### src/rtl/spi_ctrl_pkg.sv
// Shared definitions for the SPI slave controller.
//
// Contents:
//   DATA_WIDTH_DEFAULT - default word length in bits
//   state_e            - controller state encoding (IDLE, LOAD, SHIFT, DONE)
//   sample_on_rise()   - returns 1 when the sample edge of the mode given by
//                        (cpol, cpha) is the rising sclk edge
package spi_ctrl_pkg;

    localparam int DATA_WIDTH_DEFAULT = 8;

    typedef enum logic [1:0] {
        IDLE  = 2'd0,
        LOAD  = 2'd1,
        SHIFT = 2'd2,
        DONE  = 2'd3
    } state_e;

    // The leading edge is rising when sclk idles low (CPOL=0). The sample
    // edge is the leading edge for CPHA=0 and the trailing one for CPHA=1,
    // so the sample edge is rising exactly when CPOL and CPHA agree.
    function automatic logic sample_on_rise(input logic cpol, input logic cpha);
        return (cpol == cpha);
    endfunction

endpackage

### src/rtl/spi_edge_detect.sv
// Input conditioning and edge detection for one asynchronous SPI pin.
//
// Configuration macro: SPI_SLAVE_CTRL_SYNC_EN
//   defined   - the pin passes through a two-flop synchroniser, and a third
//               flop holds the previous synchronised value; a pin change
//               reaches the consumer's registers 3 pclk cycles later.
//   undefined - the pin is registered once and compared with its live
//               value; a pin change reaches the consumer's registers on
//               the next pclk edge.
//
// Ports:
//   clk_i   - system clock
//   rst_i   - asynchronous active-high reset
//   d_i     - raw pin
//   level_o - conditioned pin level
//   rise_o  - one-cycle pulse on a 0->1 transition of level_o
//   fall_o  - one-cycle pulse on a 1->0 transition of level_o
module spi_edge_detect #(
    parameter bit RESET_VAL = 1'b0
) (
    input  logic clk_i,
    input  logic rst_i,
    input  logic d_i,
    output logic level_o,
    output logic rise_o,
    output logic fall_o
);

`ifdef SPI_SLAVE_CTRL_SYNC_EN
    logic meta_q;
    logic sync_q;
    logic prev_q;

    // Two-flop synchroniser followed by a history flop for edge detection.
    // All stages reset to the pin's idle level so that leaving reset does
    // not fabricate an edge.
    always_ff @(posedge clk_i or posedge rst_i) begin
        if (rst_i) begin
            meta_q <= RESET_VAL;
            sync_q <= RESET_VAL;
            prev_q <= RESET_VAL;
        end else begin
            meta_q <= d_i;
            sync_q <= meta_q;
            prev_q <= sync_q;
        end
    end

    assign level_o = sync_q;
    assign rise_o  = sync_q & ~prev_q;
    assign fall_o  = ~sync_q & prev_q;
`else
    logic prev_q;

    // Single history flop; the live pin is compared against it so the
    // consumer acts on the very next clock edge.
    always_ff @(posedge clk_i or posedge rst_i) begin
        if (rst_i) begin
            prev_q <= RESET_VAL;
        end else begin
            prev_q <= d_i;
        end
    end

    assign level_o = d_i;
    assign rise_o  = d_i & ~prev_q;
    assign fall_o  = ~d_i & prev_q;
`endif

endmodule

### src/rtl/spi_slave_ctrl.sv
// SPI slave controller: one word per LOAD/SHIFT/DONE pass, back-to-back
// words while cs_n stays low, one-entry transmit holding register.
//
// Configuration macro: SPI_SLAVE_CTRL_SYNC_EN
//   defined   - cs_n, sclk and mosi each pass a two-flop synchroniser
//               (edge-to-action latency 3 pclk cycles)
//   undefined - inputs registered once for edge detection (latency 1)
//
// Parameters:
//   DATA_WIDTH - bits per word (4..32)
//   CPOL       - sclk idle level
//   CPHA       - 0: sample on leading edge, 1: sample on trailing edge
//   MSB_FIRST  - 1: most significant bit first on both miso and mosi
//
// Ports:
//   pclk, areset      - system clock, asynchronous active-high reset
//   cs_n, sclk, mosi  - SPI bus inputs (asynchronous to pclk)
//   miso, miso_oe     - serial data out and its output enable
//   tx_data/valid/ready - transmit handshake into the holding register
//   rx_data, rx_valid - last completed received word and its strobe
//   busy              - controller is not in IDLE
//   err_underrun      - LOAD found the holding register empty
//   err_abort         - cs_n rose after part of a word had been received
module spi_slave_ctrl
    import spi_ctrl_pkg::*;
#(
    parameter int DATA_WIDTH = DATA_WIDTH_DEFAULT,
    parameter bit CPOL       = 1'b0,
    parameter bit CPHA       = 1'b0,
    parameter bit MSB_FIRST  = 1'b1
) (
    input  logic                  pclk,
    input  logic                  areset,
    input  logic                  cs_n,
    input  logic                  sclk,
    input  logic                  mosi,
    output logic                  miso,
    output logic                  miso_oe,
    input  logic [DATA_WIDTH-1:0] tx_data,
    input  logic                  tx_valid,
    output logic                  tx_ready,
    output logic [DATA_WIDTH-1:0] rx_data,
    output logic                  rx_valid,
    output logic                  busy,
    output logic                  err_underrun,
    output logic                  err_abort
);

    localparam int CNT_W = $clog2(DATA_WIDTH) + 1;
    localparam logic [CNT_W-1:0] LAST_BIT = CNT_W'(DATA_WIDTH - 1);
    localparam bit SAMPLE_RISE = sample_on_rise(CPOL, CPHA);

    logic cs_level;
    logic cs_rise;
    logic cs_fall;
    logic sclk_level_unused;
    logic sclk_rise;
    logic sclk_fall;
    logic mosi_smp;
    logic sample_edge;
    logic shift_edge;

    state_e                  state_q;
    logic [DATA_WIDTH-1:0]   hold_q;
    logic                    hold_valid_q;
    logic [DATA_WIDTH-1:0]   tx_shift_q;
    logic [DATA_WIDTH-1:0]   rx_shift_q;
    logic [CNT_W-1:0]        bit_cnt_q;
    logic                    miso_q;
    logic                    miso_oe_q;
    logic [DATA_WIDTH-1:0]   rx_data_q;
    logic                    rx_valid_q;
    logic                    err_underrun_q;
    logic                    err_abort_q;
    logic                    cs_armed_q;

    logic [DATA_WIDTH-1:0]   load_word_d;
    logic [DATA_WIDTH-1:0]   load_shift_d;
    logic                    load_bit_d;
    logic [DATA_WIDTH-1:0]   tx_shift_d;
    logic                    tx_bit_d;
    logic [DATA_WIDTH-1:0]   rx_shift_d;

    spi_edge_detect #(
        .RESET_VAL (1'b1)
    ) u_cs_edge (
        .clk_i   (pclk),
        .rst_i   (areset),
        .d_i     (cs_n),
        .level_o (cs_level),
        .rise_o  (cs_rise),
        .fall_o  (cs_fall)
    );

    spi_edge_detect #(
        .RESET_VAL (CPOL)
    ) u_sclk_edge (
        .clk_i   (pclk),
        .rst_i   (areset),
        .d_i     (sclk),
        .level_o (sclk_level_unused),
        .rise_o  (sclk_rise),
        .fall_o  (sclk_fall)
    );

`ifdef SPI_SLAVE_CTRL_SYNC_EN
    logic mosi_meta_q;
    logic mosi_sync_q;

    // mosi gets the same two-flop delay as sclk so the sampled bit lines up
    // with the detected sample edge.
    always_ff @(posedge pclk or posedge areset) begin
        if (areset) begin
            mosi_meta_q <= 1'b0;
            mosi_sync_q <= 1'b0;
        end else begin
            mosi_meta_q <= mosi;
            mosi_sync_q <= mosi_meta_q;
        end
    end

    assign mosi_smp = mosi_sync_q;
`else
    assign mosi_smp = mosi;
`endif

    assign sample_edge = SAMPLE_RISE ? sclk_rise : sclk_fall;
    assign shift_edge  = SAMPLE_RISE ? sclk_fall : sclk_rise;

    // Shift-register arithmetic for both bit orders. tx_shift_q always holds
    // the bits not yet presented on miso, so a shift edge presents its head
    // bit and drops it. An empty holding register loads zeros.
    always_comb begin
        load_word_d = hold_valid_q ? hold_q : '0;
        if (MSB_FIRST) begin
            load_bit_d   = load_word_d[DATA_WIDTH-1];
            load_shift_d = {load_word_d[DATA_WIDTH-2:0], 1'b0};
            tx_bit_d     = tx_shift_q[DATA_WIDTH-1];
            tx_shift_d   = {tx_shift_q[DATA_WIDTH-2:0], 1'b0};
            rx_shift_d   = {rx_shift_q[DATA_WIDTH-2:0], mosi_smp};
        end else begin
            load_bit_d   = load_word_d[0];
            load_shift_d = {1'b0, load_word_d[DATA_WIDTH-1:1]};
            tx_bit_d     = tx_shift_q[0];
            tx_shift_d   = {1'b0, tx_shift_q[DATA_WIDTH-1:1]};
            rx_shift_d   = {mosi_smp, rx_shift_q[DATA_WIDTH-1:1]};
        end
    end

    // Controller FSM with all outputs registered.
    // cs_armed_q blocks frames until cs_n has been seen high after reset:
    // the cs edge detector resets to "high", so a cs_n already held low when
    // reset is released would otherwise look like a fresh falling edge.
    // A cs_n rise before any bit of the current word has been sampled (for
    // example, between back-to-back words) ends the frame silently; only a
    // partially received word counts as aborted.
    // The tx handshake is evaluated after the state case so a capture in
    // the same cycle as LOAD wins over LOAD's clearing of hold_valid_q.
    always_ff @(posedge pclk or posedge areset) begin
        if (areset) begin
            state_q        <= IDLE;
            hold_q         <= '0;
            hold_valid_q   <= 1'b0;
            tx_shift_q     <= '0;
            rx_shift_q     <= '0;
            bit_cnt_q      <= '0;
            miso_q         <= 1'b0;
            miso_oe_q      <= 1'b0;
            rx_data_q      <= '0;
            rx_valid_q     <= 1'b0;
            err_underrun_q <= 1'b0;
            err_abort_q    <= 1'b0;
            cs_armed_q     <= 1'b0;
        end else begin
            rx_valid_q     <= 1'b0;
            err_underrun_q <= 1'b0;
            err_abort_q    <= 1'b0;
            miso_oe_q      <= ~cs_level;
            if (cs_level) begin
                cs_armed_q <= 1'b1;
            end

            case (state_q)
                IDLE: begin
                    if (cs_fall && cs_armed_q) begin
                        state_q <= LOAD;
                    end
                end

                LOAD: begin
                    hold_valid_q   <= 1'b0;
                    err_underrun_q <= ~hold_valid_q;
                    bit_cnt_q      <= '0;
                    if (!CPHA) begin
                        miso_q     <= load_bit_d;
                        tx_shift_q <= load_shift_d;
                    end else begin
                        tx_shift_q <= load_word_d;
                    end
                    state_q <= cs_level ? IDLE : SHIFT;
                end

                SHIFT: begin
                    if (cs_rise) begin
                        err_abort_q <= (bit_cnt_q != '0);
                        state_q     <= IDLE;
                    end else begin
                        if (shift_edge) begin
                            miso_q     <= tx_bit_d;
                            tx_shift_q <= tx_shift_d;
                        end
                        if (sample_edge) begin
                            rx_shift_q <= rx_shift_d;
                            bit_cnt_q  <= bit_cnt_q + 1'b1;
                            if (bit_cnt_q == LAST_BIT) begin
                                state_q <= DONE;
                            end
                        end
                    end
                end

                DONE: begin
                    rx_data_q  <= rx_shift_q;
                    rx_valid_q <= 1'b1;
                    state_q    <= cs_level ? IDLE : LOAD;
                end

                default: begin
                    state_q <= IDLE;
                end
            endcase

            if (tx_valid && !hold_valid_q) begin
                hold_q       <= tx_data;
                hold_valid_q <= 1'b1;
            end
        end
    end

    assign miso         = miso_q;
    assign miso_oe      = miso_oe_q;
    assign tx_ready     = ~hold_valid_q;
    assign rx_data      = rx_data_q;
    assign rx_valid     = rx_valid_q;
    assign busy         = (state_q != IDLE);
    assign err_underrun = err_underrun_q;
    assign err_abort    = err_abort_q;

endmodule

### config.mk
export PLATFORM = sky130hd
export DESIGN_NAME = spi_slave_ctrl
export DESIGN_NICKNAME = d
export VERILOG_FILES = /design/src/rtl/spi_ctrl_pkg.sv /design/src/rtl/spi_edge_detect.sv /design/src/rtl/spi_slave_ctrl.sv
export SDC_FILE = /design/constraint.sdc
export NUM_CORES = 1
export LEC_CHECK = 0
export CORE_UTILIZATION = 40
export DETAILED_ROUTE_END_ITERATION = 6
export GPL_ROUTABILITY_DRIVEN = 0
export PLACE_DENSITY = 0.6
export SETUP_SLACK_MARGIN = 0.5
export SLEW_MARGIN = 20
export SYNTH_ARGS = -nofsm -noshare
export SYNTH_HDL_FRONTEND = slang
export SYNTH_SLANG_ARGS = --single-unit
export TNS_END_PERCENT = 1
### constraint.sdc
create_clock -name pclk -period 1.63 [get_ports pclk]
set_input_delay 0.2445 -clock pclk [delete_from_list [all_inputs] [get_ports pclk]]
set_output_delay 0.2445 -clock pclk [all_outputs]
set_load 0.01 [all_outputs]
# Yosys cells after proc, flatten, opt, wreduce, memory -nomap -nowiden
# Cells that the tools add are included.
[totals]
regBits = 47
in_bits = 14
output_inout_bits = 15
wordCells = 71
[op_classes]
addsub = 1
n_eq_ne = 10
muxes = 23
bitwise_logic = 10
reduce_logical = 12
[ops]
columns = ["operator", "n"]
rows = [
  ["8-bit two-way mux", 3],
  ["8-bit one-hot mux with 2 select lines", 1],
  ["3-bit AND reduction", 4],
  ["2-bit two-way mux", 5],
  ["1-bit two-way mux", 9],
  ["4-bit two-way mux", 2],
  ["2-bit != test (second input constant)", 4],
  ["2-bit one-hot mux with 4 select lines", 1],
  ["4-bit one-hot mux with 2 select lines", 1],
  ["3-bit != test (second input constant)", 2],
  ["1-bit NOT", 6],
  ["2-bit nonzero test", 3],
  ["4-bit by 1-bit adder with 4-bit output (second input constant)", 1],
  ["1-bit AND", 4],
  ["2-bit == test (second input constant)", 2],
  ["4-bit by 3-bit == test with 1-bit output (second input constant)", 1],
  ["4-bit nonzero test", 1],
  ["2-bit by 1-bit == test with 1-bit output (second input constant)", 1],
  ["1-bit logical AND", 2],
  ["2-bit logical NOT", 1],
  ["1-bit one-hot mux with 2 select lines", 1],
  ["1-bit logical NOT", 1],
]

# Depth between registers and ports, before layout
# Gate-level depths: netlist of the first run.
[depth]
ltp_word = 5
depth_mapped = 5
ltp_nobuf = 4

# By module
# Synthesis of the first run repeated with hierarchy kept, for this count alone.
[unflattened]
hier_cells = 175
hier_area_um2 = 2003.2
[by_module_without_submodules]
columns = ["module", "n_inst", "cells_each", "area_each_um2", "seq_area_each_um2"]
rows = [
  ["spi_slave_ctrl", 1, 165, 1899.3, 1101.1],
  ["spi_edge_detect (u_cs_edge)", 1, 5, 52.6, 26.3],
  ["spi_edge_detect (u_sclk_edge)", 1, 5, 51.3, 25.0],
]

# Worst setup path after synthesis of the first run
# Ideal clock, no wire load.
[synth_path]
path_kind = "flip-flop to flip-flop"
from = "register state_q[0]"
to = "register miso_q (netlist: miso)"
setup_time_ns = 0.125
t_arrival_ns = 1.356
required_time_ns = 1.505
path_slack_ns = 0.149
path_stages_with_launch = 5
path_buffers = 1
synth_period_minus_slack_ns = 1.481
cell_sequence = "dfrtp_1 -> nand2b_4 -> o41a_1 -> buf_6 -> mux2_4"
[synth_between]
elab_chain_len = 3
elab_cells_between_ends = 7
cone_classes = "eq/ne: 4; mux: 1; reduce/logical: 2"
[synth_lines]
columns = ["item", "line_no", "rtl"]
rows = [
  ["from (decl)", "spi_slave_ctrl.sv:63", "state_e state_q;"],
  ["from (signal assigned)", "spi_slave_ctrl.sv:200", "state_q <= cs_level ? IDLE : SHIFT;"],
  ["from (signal assigned)", "spi_slave_ctrl.sv:225", "state_q <= cs_level ? IDLE : LOAD;"],
  ["2-bit == test or 2-bit by 1-bit == test with 1-bit output (tied branches)", "spi_slave_ctrl.sv:183", "case (state_q)"],
  ["2-bit != test (no line) or 2-bit nonzero test (tied branches)", "--", ""],
  ["3-bit AND reduction (no line)", "--", ""],
  ["to (signal assigned)", "spi_slave_ctrl.sv:195", "miso_q <= load_bit_d;"],
  ["to (signal assigned)", "spi_slave_ctrl.sv:209", "miso_q <= tx_bit_d;"],
  ["to (decl)", "spi_slave_ctrl.sv:69", "logic miso_q;"],
]
# Several ways; a longest one is shown, not always the timed one.
# A chain may end at the register's enable or synchronous reset.

# Final worst setup path of the first run
# Same ends and word-level chain as after synthesis.

==> flow_metrics.env, run 1 <==
export IMPL_final_cell_mix="dfrtp_1 (44), clkdlybuf4s50_1 (26), buf_4 (15)"
export IMPL_antennaDiodeCount=0
export IMPL_required_ns=1.82
export IMPL_grt_pass1_wl_um=6423
export IMPL_mostFrequentLayoutCell="dfrtp_1"
export IMPL_synthArstFlopShare_pct=100.0
export IMPL_slew_headroom_pct=75.15
export IMPL_nNetsFinal=220
export IMPL_first_pass_iters=4
export IMPL_crit_slowest_cell="o41a_1"
export IMPL_drt_total_wl_um=3789
export IMPL_synth_yosys_seq_area_share_pct=56.75
export IMPL_synth_fp_nets=174
export IMPL_cts_buffer_depth=2
export IMPL_synth_seq_cells=46
export IMPL_p_leak_nw=1.208
export IMPL_cts_hold_fix_buffers=0
export IMPL_critical_path_buf_inv_count=1
export IMPL_criticalPathCategory="flip-flop to flip-flop"
export IMPL_hold_violations=0
export IMPL_cts_root_buf="clkbuf_8"
export IMPL_drtIter0Drc=61
export IMPL_ys_warn_count=0
export IMPL_cp_top_family="compound AO/OA/AOI/OAI gates"
export IMPL_ios=29
export IMPL_timing_rr_start="state_q[0]"
export IMPL_portBuffers=28
export IMPL_drive_gt1_share_pct=25.37
export IMPL_end_kind="flip-flop"
export IMPL_vias=1311
export IMPL_clk_pin_slew_ns=0.09
export IMPL_clock_sinks=46
export IMPL_crit_chain="nand2b_4 -> o41a_1 -> buf_12 -> mux2_4"
export IMPL_synth_edf_count=0
export IMPL_worstSetupPathDepth=4
export IMPL_cpPeakStageDelay_ns=0.41
export IMPL_start_util_pct=42.16
export IMPL_reg2reg_slack_ns=0.12
export IMPL_maxSlewViolCount=0
export IMPL_synth_area_per_cell_sq_um=12.85
export IMPL_worst_hold_slack_ns=0.2952
export IMPL_max_cap_violations=0
export IMPL_rsz0062_at_grt="true"
export IMPL_reg2reg_to="miso"
export IMPL_power_total_mw=3.677
export IMPL_synthCells=158
export IMPL_vias_per_cell=4.820
export IMPL_grt_max_degree=47
export IMPL_num_rows=25
export IMPL_worstMarginPinSlew_ns=0.3719
export IMPL_synth_flop_cell="dfrtp_1"
export IMPL_max_vdd_ir_drop_v=0.0007227
export IMPL_antenna_found_initial=0
export IMPL_power_per_cell_area_nw_per_um2=1412
export IMPL_final_core_util_pct=54.08
export IMPL_cp_arrival_ns=1.70
export IMPL_grt_overflow_total=0
export IMPL_min_period_ns=1.509
export IMPL_synth_area_sq_um=2031
export IMPL_fp_dieArea_sq_um=5366
export IMPL_reg2reg_depth=4
export IMPL_die_width_um=73.25
export IMPL_outcome="complete, no violations"
export IMPL_wl_per_cell_um=13.93
export IMPL_cts_buffers=5
export IMPL_crit_fanout=8
export IMPL_hold_class="input pin to async pin"
export IMPL_fmax_ghz=0.6627
export IMPL_die_y_um=73.25
export IMPL_track_usage_pct=16.30
export IMPL_fin_skew_ns=0.007985
export IMPL_postRouteAntennaNets=0
export IMPL_synthDistinctLibCells=35
export IMPL_htree_levels=2
export IMPL_cts_tree="done"
export IMPL_drc=0
export IMPL_cp_start_kind="flip-flop"
export IMPL_syn_to_final_growth_pct=28.28
export IMPL_core_area_sq_um=4817
export IMPL_grt_pass1_vias=1293
export IMPL_fin_crit_sh_pct=92.57
export IMPL_clock_latency_ns=0.30
export IMPL_dpl_hpwl_um=2729
export IMPL_finalSetupViolations=0
==> through the flow <==
step	cells	setup TNS, ns	setup slack [ns]	cell area [sq um]
final	272	0	0.1211	2605
after global placement	263	-1.372	-0.1261	2506
after global routing	272	0	0.07149	2605
after detailed placement	263	-1.588	-0.1398	2506
after floorplan	158	0	0.1491	2031
after CTS	272	0	0.1186	2599
==> what timing repair did <==
| action | CTS | global route |
|---|---|---|
| resized for setup | 7 | 1 |
| cloned | 0 | 0 |
| hold endpoints to repair | 0 | 0 |
| setup buffers | 1 | 0 |
| setup endpoints to repair | 54 | 55 |
==> layout make-up <==
| cell class | count | area [sq um] |
|---|---|---|
| flip-flops and latches | 46 | 1154 |
| inverters | 9 | 33.78 |
| clock buffers | 6 | 72.57 |
| clock inverters | 2 | 13.76 |
| repair buffers | 46 | 437.9 |
| fillers | 437 | 2212 |
| multi-input cells | 96 | 809.5 |
| well taps | 67 | 83.83 |
==> metal layers <==
layer	vias to the layer above	GRT usage (%)	part of all wire (%)
li1	642	-	-
met1	639	22.13	49
met2	22	24.49	47
met3	8	4.390	3.0
met4	0	7.190	1.9
met5	-	0	0
==> synth_stat cells (2+ instances only) <==
cell type	number	area share (%)
dfrtp_1	45	55
mux2_2	12	6.7
or2_2	2	0.62
nand4_1	2	0.62
mux2i_1	2	0.99
nor2_1	2	0.37
nand2b_1	4	1.2
nand3b_1	7	2.6
inv_1	9	1.7
a31oi_1	2	0.62
o21ai_0	8	2.0
mux2_1	12	6.7
clkbuf_1	4	0.74
nor2b_1	6	1.8
buf_4	2	0.74
mux2_4	7	5.2
a21o_1	2	0.74
nand2_1	12	2.2
ha_1	2	1.2
==> where the power goes <==
part / total (mW) / switching (mW) / internal [mW] / leakage, nW
registers: 1.67 / 0.212 / 1.46 / 0.590
clock network: 0.677 / 0.374 / 0.303 / 0.0452
logic: 1.33 / 0.556 / 0.770 / 0.572
total: 3.68 / 1.14 / 2.53 / 1.21
==> flip-flops by register name, indices dropped and copies added (netlist names), 2 cells and up <==
name        flops
rx_shift_q      8
rx_data         8
bit_cnt_q       4
state_q         2
tx_shift_q      7
hold_q          8
==> how the worst max path moves through the flow <==
stage	start	to	slack (ns)
floorplan	state_q[0]	miso	0.15
detailed placement	cs_n	miso	-0.14
CTS	u_cs_edge.prev_q	miso	0.12
finish	state_q[0]	miso	0.12
global placement	cs_n	miso	-0.13
global route	state_q[0]	tx_shift_q[7]	0.07
==> cells by family (layout without fill, tap and decap cells) <==
kind of cell	count (synthesis)	after routing	share of synthesized area, %
compound gates	20	20	6.531
simple gates	41	41	12.32
buf+inv	16	63	3.696
flops	46	46	56.75
mux	33	33	19.47
fa+ha+maj	2	2	1.232
==> worst min-delay path: stages <==
cell and delay (ns):
clkdlybuf4s50_1 0.41, clkinv_1 0.08, buf_12 0.24
Note: power is estimated with default switching activity, not from simulation.
==> inputs of run 2 (changes only) <==
--- a/config.mk
+++ b/config.mk
@@ -8,7 +8,9 @@
 export CORE_UTILIZATION = 40
 export DETAILED_ROUTE_END_ITERATION = 6
 export GPL_ROUTABILITY_DRIVEN = 0
+export GPL_TIMING_DRIVEN = 0
 export PLACE_DENSITY = 0.6
+export REMOVE_ABC_BUFFERS = 1
 export SETUP_SLACK_MARGIN = 0.5
 export SLEW_MARGIN = 20
 export SYNTH_ARGS = -nofsm -noshare
==> flow_metrics.env, run 2 (synthesis results as in run 1) <==
export IMPL_outcome="complete, no violations"
export IMPL_end_kind="flip-flop"
export IMPL_drtIter0Drc=61
export IMPL_grt_overflow_total=0
export IMPL_fin_skew_ns=0.01004
export IMPL_power_per_cell_area_nw_per_um2=1449
export IMPL_syn_to_final_growth_pct=26.37
export IMPL_die_y_um=73.25
export IMPL_max_cap_violations=0
export IMPL_finalSetupViolations=0
export IMPL_rsz0062_at_grt="true"
export IMPL_holdPathEnd="u_cs_edge.prev_q"
export IMPL_cts_tree="done"
export IMPL_cp_arrival_ns=1.74
export IMPL_p_leak_nw=1.186
export IMPL_fmax_ghz=0.6399
export IMPL_portBuffers=28
export IMPL_grt_pass1_wl_um=6810
export IMPL_ios=29
export IMPL_dpl_hpwl_um=2468
export IMPL_fin_tns_setup_ns=0
export IMPL_cp_start_kind="flip-flop"
export IMPL_htree_levels=2
export IMPL_worst_hold_startpoint="cs_n"
export IMPL_fp_dieArea_sq_um=5366
export IMPL_clock_latency_ns=0.29
export IMPL_cts_hold_fix_buffers=0
export IMPL_mostFrequentLayoutCell="dfrtp_1"
export IMPL_core_area_sq_um=4817
export IMPL_fin_cells=263
export IMPL_timing_rr_start="state_q[1]"
export IMPL_cts_root_buf="clkbuf_8"
export IMPL_hold_class="input pin to flip-flop"
export IMPL_final_cell_mix="dfrtp_1 (42), clkdlybuf4s50_1 (26), mux2_1 (12), mux2_2 (12), nand2_1 (11)"
export IMPL_grt_pass1_vias=1371
export IMPL_start_util_pct=42.16
export IMPL_vias_per_cell=4.977
export IMPL_dp_cells=247
export IMPL_pre_cts_ws_ns=-0.5963
export IMPL_drt_total_wl_um=3792
export IMPL_nNetsFinal=211
export IMPL_postRouteAntennaNets=0
export IMPL_reg2reg_to="tx_shift_q[4]"
export IMPL_required_ns=1.80
export IMPL_wl_per_cell_um=14.42
export IMPL_drc=0
export IMPL_die_width_um=73.25
export IMPL_maxSlewViolCount=0
export IMPL_antennaDiodeCount=0
export IMPL_grt_max_degree=34
export IMPL_reg2reg_depth=4
export IMPL_clock_sinks=46
export IMPL_slew_headroom_pct=67.86
export IMPL_worst_hold_slack_ns=0.1721
export IMPL_worstMarginPinSlew_ns=0.4799
export IMPL_first_pass_iters=4
export IMPL_num_rows=25
export IMPL_power_total_mw=3.718
export IMPL_clk_pin_slew_ns=0.08
export IMPL_min_period_ns=1.563
export IMPL_criticalPathCategory="flip-flop to flip-flop"
export IMPL_antenna_found_initial=0
export IMPL_fin_crit_sh_pct=95.87
export IMPL_track_usage_pct=16.96
export IMPL_max_vdd_ir_drop_v=0.0008034
export IMPL_drive_gt1_share_pct=26.53
export IMPL_cts_buffers=5
export IMPL_hold_depth=1
export IMPL_crit_fanout=8
export IMPL_hold_violations=0
export IMPL_reg2reg_slack_ns=0.07
export IMPL_cts_buffer_depth=2
export IMPL_setup_ws_ns=0.06734
export IMPL_vias=1309
-- run 2: per-layer routing --
layer  global-route usage [%]  share of wire, %
met1                    24.53                49
met4                    7.190               1.7
met5                        0                 0
met3                    3.978               3.5
met2                    24.38                46
-- run 2: worst max-delay path, stage by stage, from the launching register on --
cell      delay [ns]
dfrtp_4         0.43
buf_8           0.12
nand2b_4        0.06
o41a_4          0.51
mux2_4          0.32
-- run 2: power breakdown --
part | internal [mW] | switching (mW) | total (mW) | leakage [nW]
clock | 0.342 | 0.351 | 0.693 | 0.0482
sequential | 1.47 | 0.195 | 1.67 | 0.588
combinational | 0.761 | 0.599 | 1.36 | 0.550
total | 2.57 | 1.14 | 3.72 | 1.19
-- run 2: worst max path at each step --
stage                    start       endpoint  cells after the start
finish              state_q[1]  tx_shift_q[4]                      4
floorplan           state_q[1]           miso                      3
CTS                 state_q[1]  tx_shift_q[4]                      4
global route        state_q[1]  tx_shift_q[4]                      4
global placement        areset        miso_oe                      2
detailed placement  state_q[1]  rx_shift_q[1]                      3
-- run 2: final cells by class --
type	instances	area, sq um
Clock buffer	7	86.33
Tap cell	67	83.83
Timing Repair Buffer	37	365.4
Fill cell	442	2251
Sequential cell	46	1159
Clock inverter	1	5.005
Multi-Input combinational cell	96	833.3
Inverter	9	33.78
-- run 2: repair_timing --
| item | 4_1_cts | 5_1_grt |
|---|---|---|
| setup endpoints to repair | 57 | 57 |
| pin swaps | 1 | 3 |
| buffers inserted | 8 | 0 |
| resized for setup | 12 | 9 |
-- run 2: stage by stage --
stage                     utilization (%)  cell area (sq um)
after floorplan                         -               1989
after global placement              48.86               2354
after detailed placement            49.27               2374
after CTS                           53.04               2555
after global routing                53.27               2566
final                               53.27               2566
==> inputs of run 3 (changes only) <==
--- a/config.mk
+++ b/config.mk
@@ -5,6 +5,7 @@
 export SDC_FILE = /design/constraint.sdc
 export NUM_CORES = 1
 export LEC_CHECK = 0
+export CORE_MARGIN = 2
 export CORE_UTILIZATION = 40
 export DETAILED_ROUTE_END_ITERATION = 6
 export GPL_ROUTABILITY_DRIVEN = 0
==> flow_metrics.env, run 3 (synthesis results as in run 1) <==
export IMPL_antennaDiodeCount=0
export IMPL_setup_worst_path_start="state_q[1]"
export IMPL_worst_hold_slack_ns=0.2280
export IMPL_seq_area_sq_um=1159
export IMPL_drtIter0Drc=48
export IMPL_cp_start_kind="flip-flop"
export IMPL_num_rows=25
export IMPL_fin_skew_ns=0.002736
export IMPL_ios=29
export IMPL_max_cap_violations=0
export IMPL_reg2reg_slack_ns=0.03
export IMPL_required_ns=1.80
export IMPL_pre_cts_ws_ns=-0.5879
export IMPL_nNetsFinal=211
export IMPL_cts_buffers=5
export IMPL_mostFrequentLayoutCell="dfrtp_1"
export IMPL_clock_latency_ns=0.29
export IMPL_min_period_ns=1.599
export IMPL_hold_violations=0
export IMPL_final_core_util_pct=52.81
export IMPL_cp_arrival_ns=1.77
export IMPL_fmax_ghz=0.6256
export IMPL_drc=0
export IMPL_vias=1314
export IMPL_reg2reg_to="tx_shift_q[3]"
export IMPL_dpl_hpwl_um=2583
export IMPL_final_cell_mix="dfrtp_1 (42), clkdlybuf4s50_1 (27), mux2_1 (12), mux2_2 (12), nand2_1 (11)"
export IMPL_setup_ws_ns=0.03141
export IMPL_wl_per_cell_um=14.70
export IMPL_finalSetupViolations=0
export IMPL_power_total_mw=3.649
export IMPL_crit_fanout=8
export IMPL_slew_headroom_pct=69.03
export IMPL_htree_levels=2
export IMPL_maxSlewViolCount=0
export IMPL_grt_max_degree=34
export IMPL_fill_cells=455
export IMPL_die_y_um=75.25
export IMPL_syn_to_final_growth_pct=25.26
export IMPL_clock_sinks=46
export IMPL_clk_pin_slew_ns=0.08
export IMPL_grt_pass1_wl_um=6582
export IMPL_cts_root_buf="clkbuf_8"
export IMPL_end_kind="flip-flop"
export IMPL_outcome="complete, no violations"
export IMPL_portBuffers=28
export IMPL_track_usage_pct=15.52
export IMPL_p_leak_nw=1.164
export IMPL_drive_gt1_share_pct=24.62
export IMPL_criticalPathCategory="flip-flop to flip-flop"
export IMPL_grt_pass1_vias=1369
export IMPL_die_width_um=75.25
export IMPL_multi_input_area_sq_um=830.8
export IMPL_rsz0062_at_grt="true"
export IMPL_cts_buffer_depth=2
export IMPL_reg2reg_depth=4
export IMPL_max_vdd_ir_drop_v=0.0006246
export IMPL_timing_rr_start="state_q[1]"
export IMPL_hold_class="input pin to async pin"
export IMPL_core_area_sq_um=4817
export IMPL_drt_total_wl_um=3852
export IMPL_start_util_pct=42.16
export IMPL_cts_tree="done"
export IMPL_worstMarginPinSlew_ns=0.4624
export IMPL_crit_path_end="tx_shift_q[3]"
export IMPL_antenna_found_initial=0
export IMPL_first_pass_iters=4
export IMPL_power_per_cell_area_nw_per_um2=1435
export IMPL_fin_crit_sh_pct=98.07
export IMPL_grt_overflow_total=0
export IMPL_vias_per_cell=5.015
export IMPL_fp_dieArea_sq_um=5663
export IMPL_postRouteAntennaNets=0
==> run 3: worst min path at each step <==
stage                       endpoint  cells after the start  slack (ns)
floorplan           u_cs_edge.prev_q                      0        0.25
global placement          cs_armed_q                      1        0.45
detailed placement        cs_armed_q                      1        0.46
CTS                       rx_data[4]                      2        0.23
global route              rx_data[4]                      2        0.24
finish                    rx_data[4]                      2        0.23
==> run 3: final cells by class <==
class	instances	share of cell area (%)
Clock buffer	7	3.000
Inverter	9	1.328
Multi-Input combinational cell	96	32.66
Sequential cell	46	45.55
Tap cell	67	3.296
Timing Repair Buffer	37	14.17
==> run 3: worst max-delay path: stages, from the launching register on <==
cell and delay [ns]:
dfrtp_4 0.40, buf_4 0.15, nand2b_4 0.08, o41a_4 0.52, mux2_4 0.33
==> run 3: where the power goes <==
group | switching, mW | internal [mW] | total (mW)
Clock | 0.342 | 0.296 | 0.638
Combinational | 0.594 | 0.755 | 1.35
Sequential | 0.191 | 1.47 | 1.66
==> run 3: repair_timing <==
item	in CTS	in global routing
setup endpoints to repair	57	57
gates resized for setup	12	2
setup buffers	8	0
hold buffers	0	0
==> run 3: routing by layer <==
layer  vias to the layer above  global-route usage, %  part of all wire [%]
li1                        620                      -                     -
met1                       662                  20.91                    46
met2                        28                  24.37                    49
met3                         4                  4.418                   3.9
met4                         0                  5.068                  0.91
met5                         -                      0                     0
==> run 3: stage by stage <==
| step | TNS [ns] | std cells | instance area (sq um) |
|---|---|---|---|
| after global routing | 0 | 262 | 2544 |
| after global placement | -34.78 | 246 | 2354 |
| after CTS | 0 | 262 | 2540 |
| final | 0 | 262 | 2544 |
| after detailed placement | -11.87 | 247 | 2374 |
| after floorplan | -1.482 | 151 | 1989 |
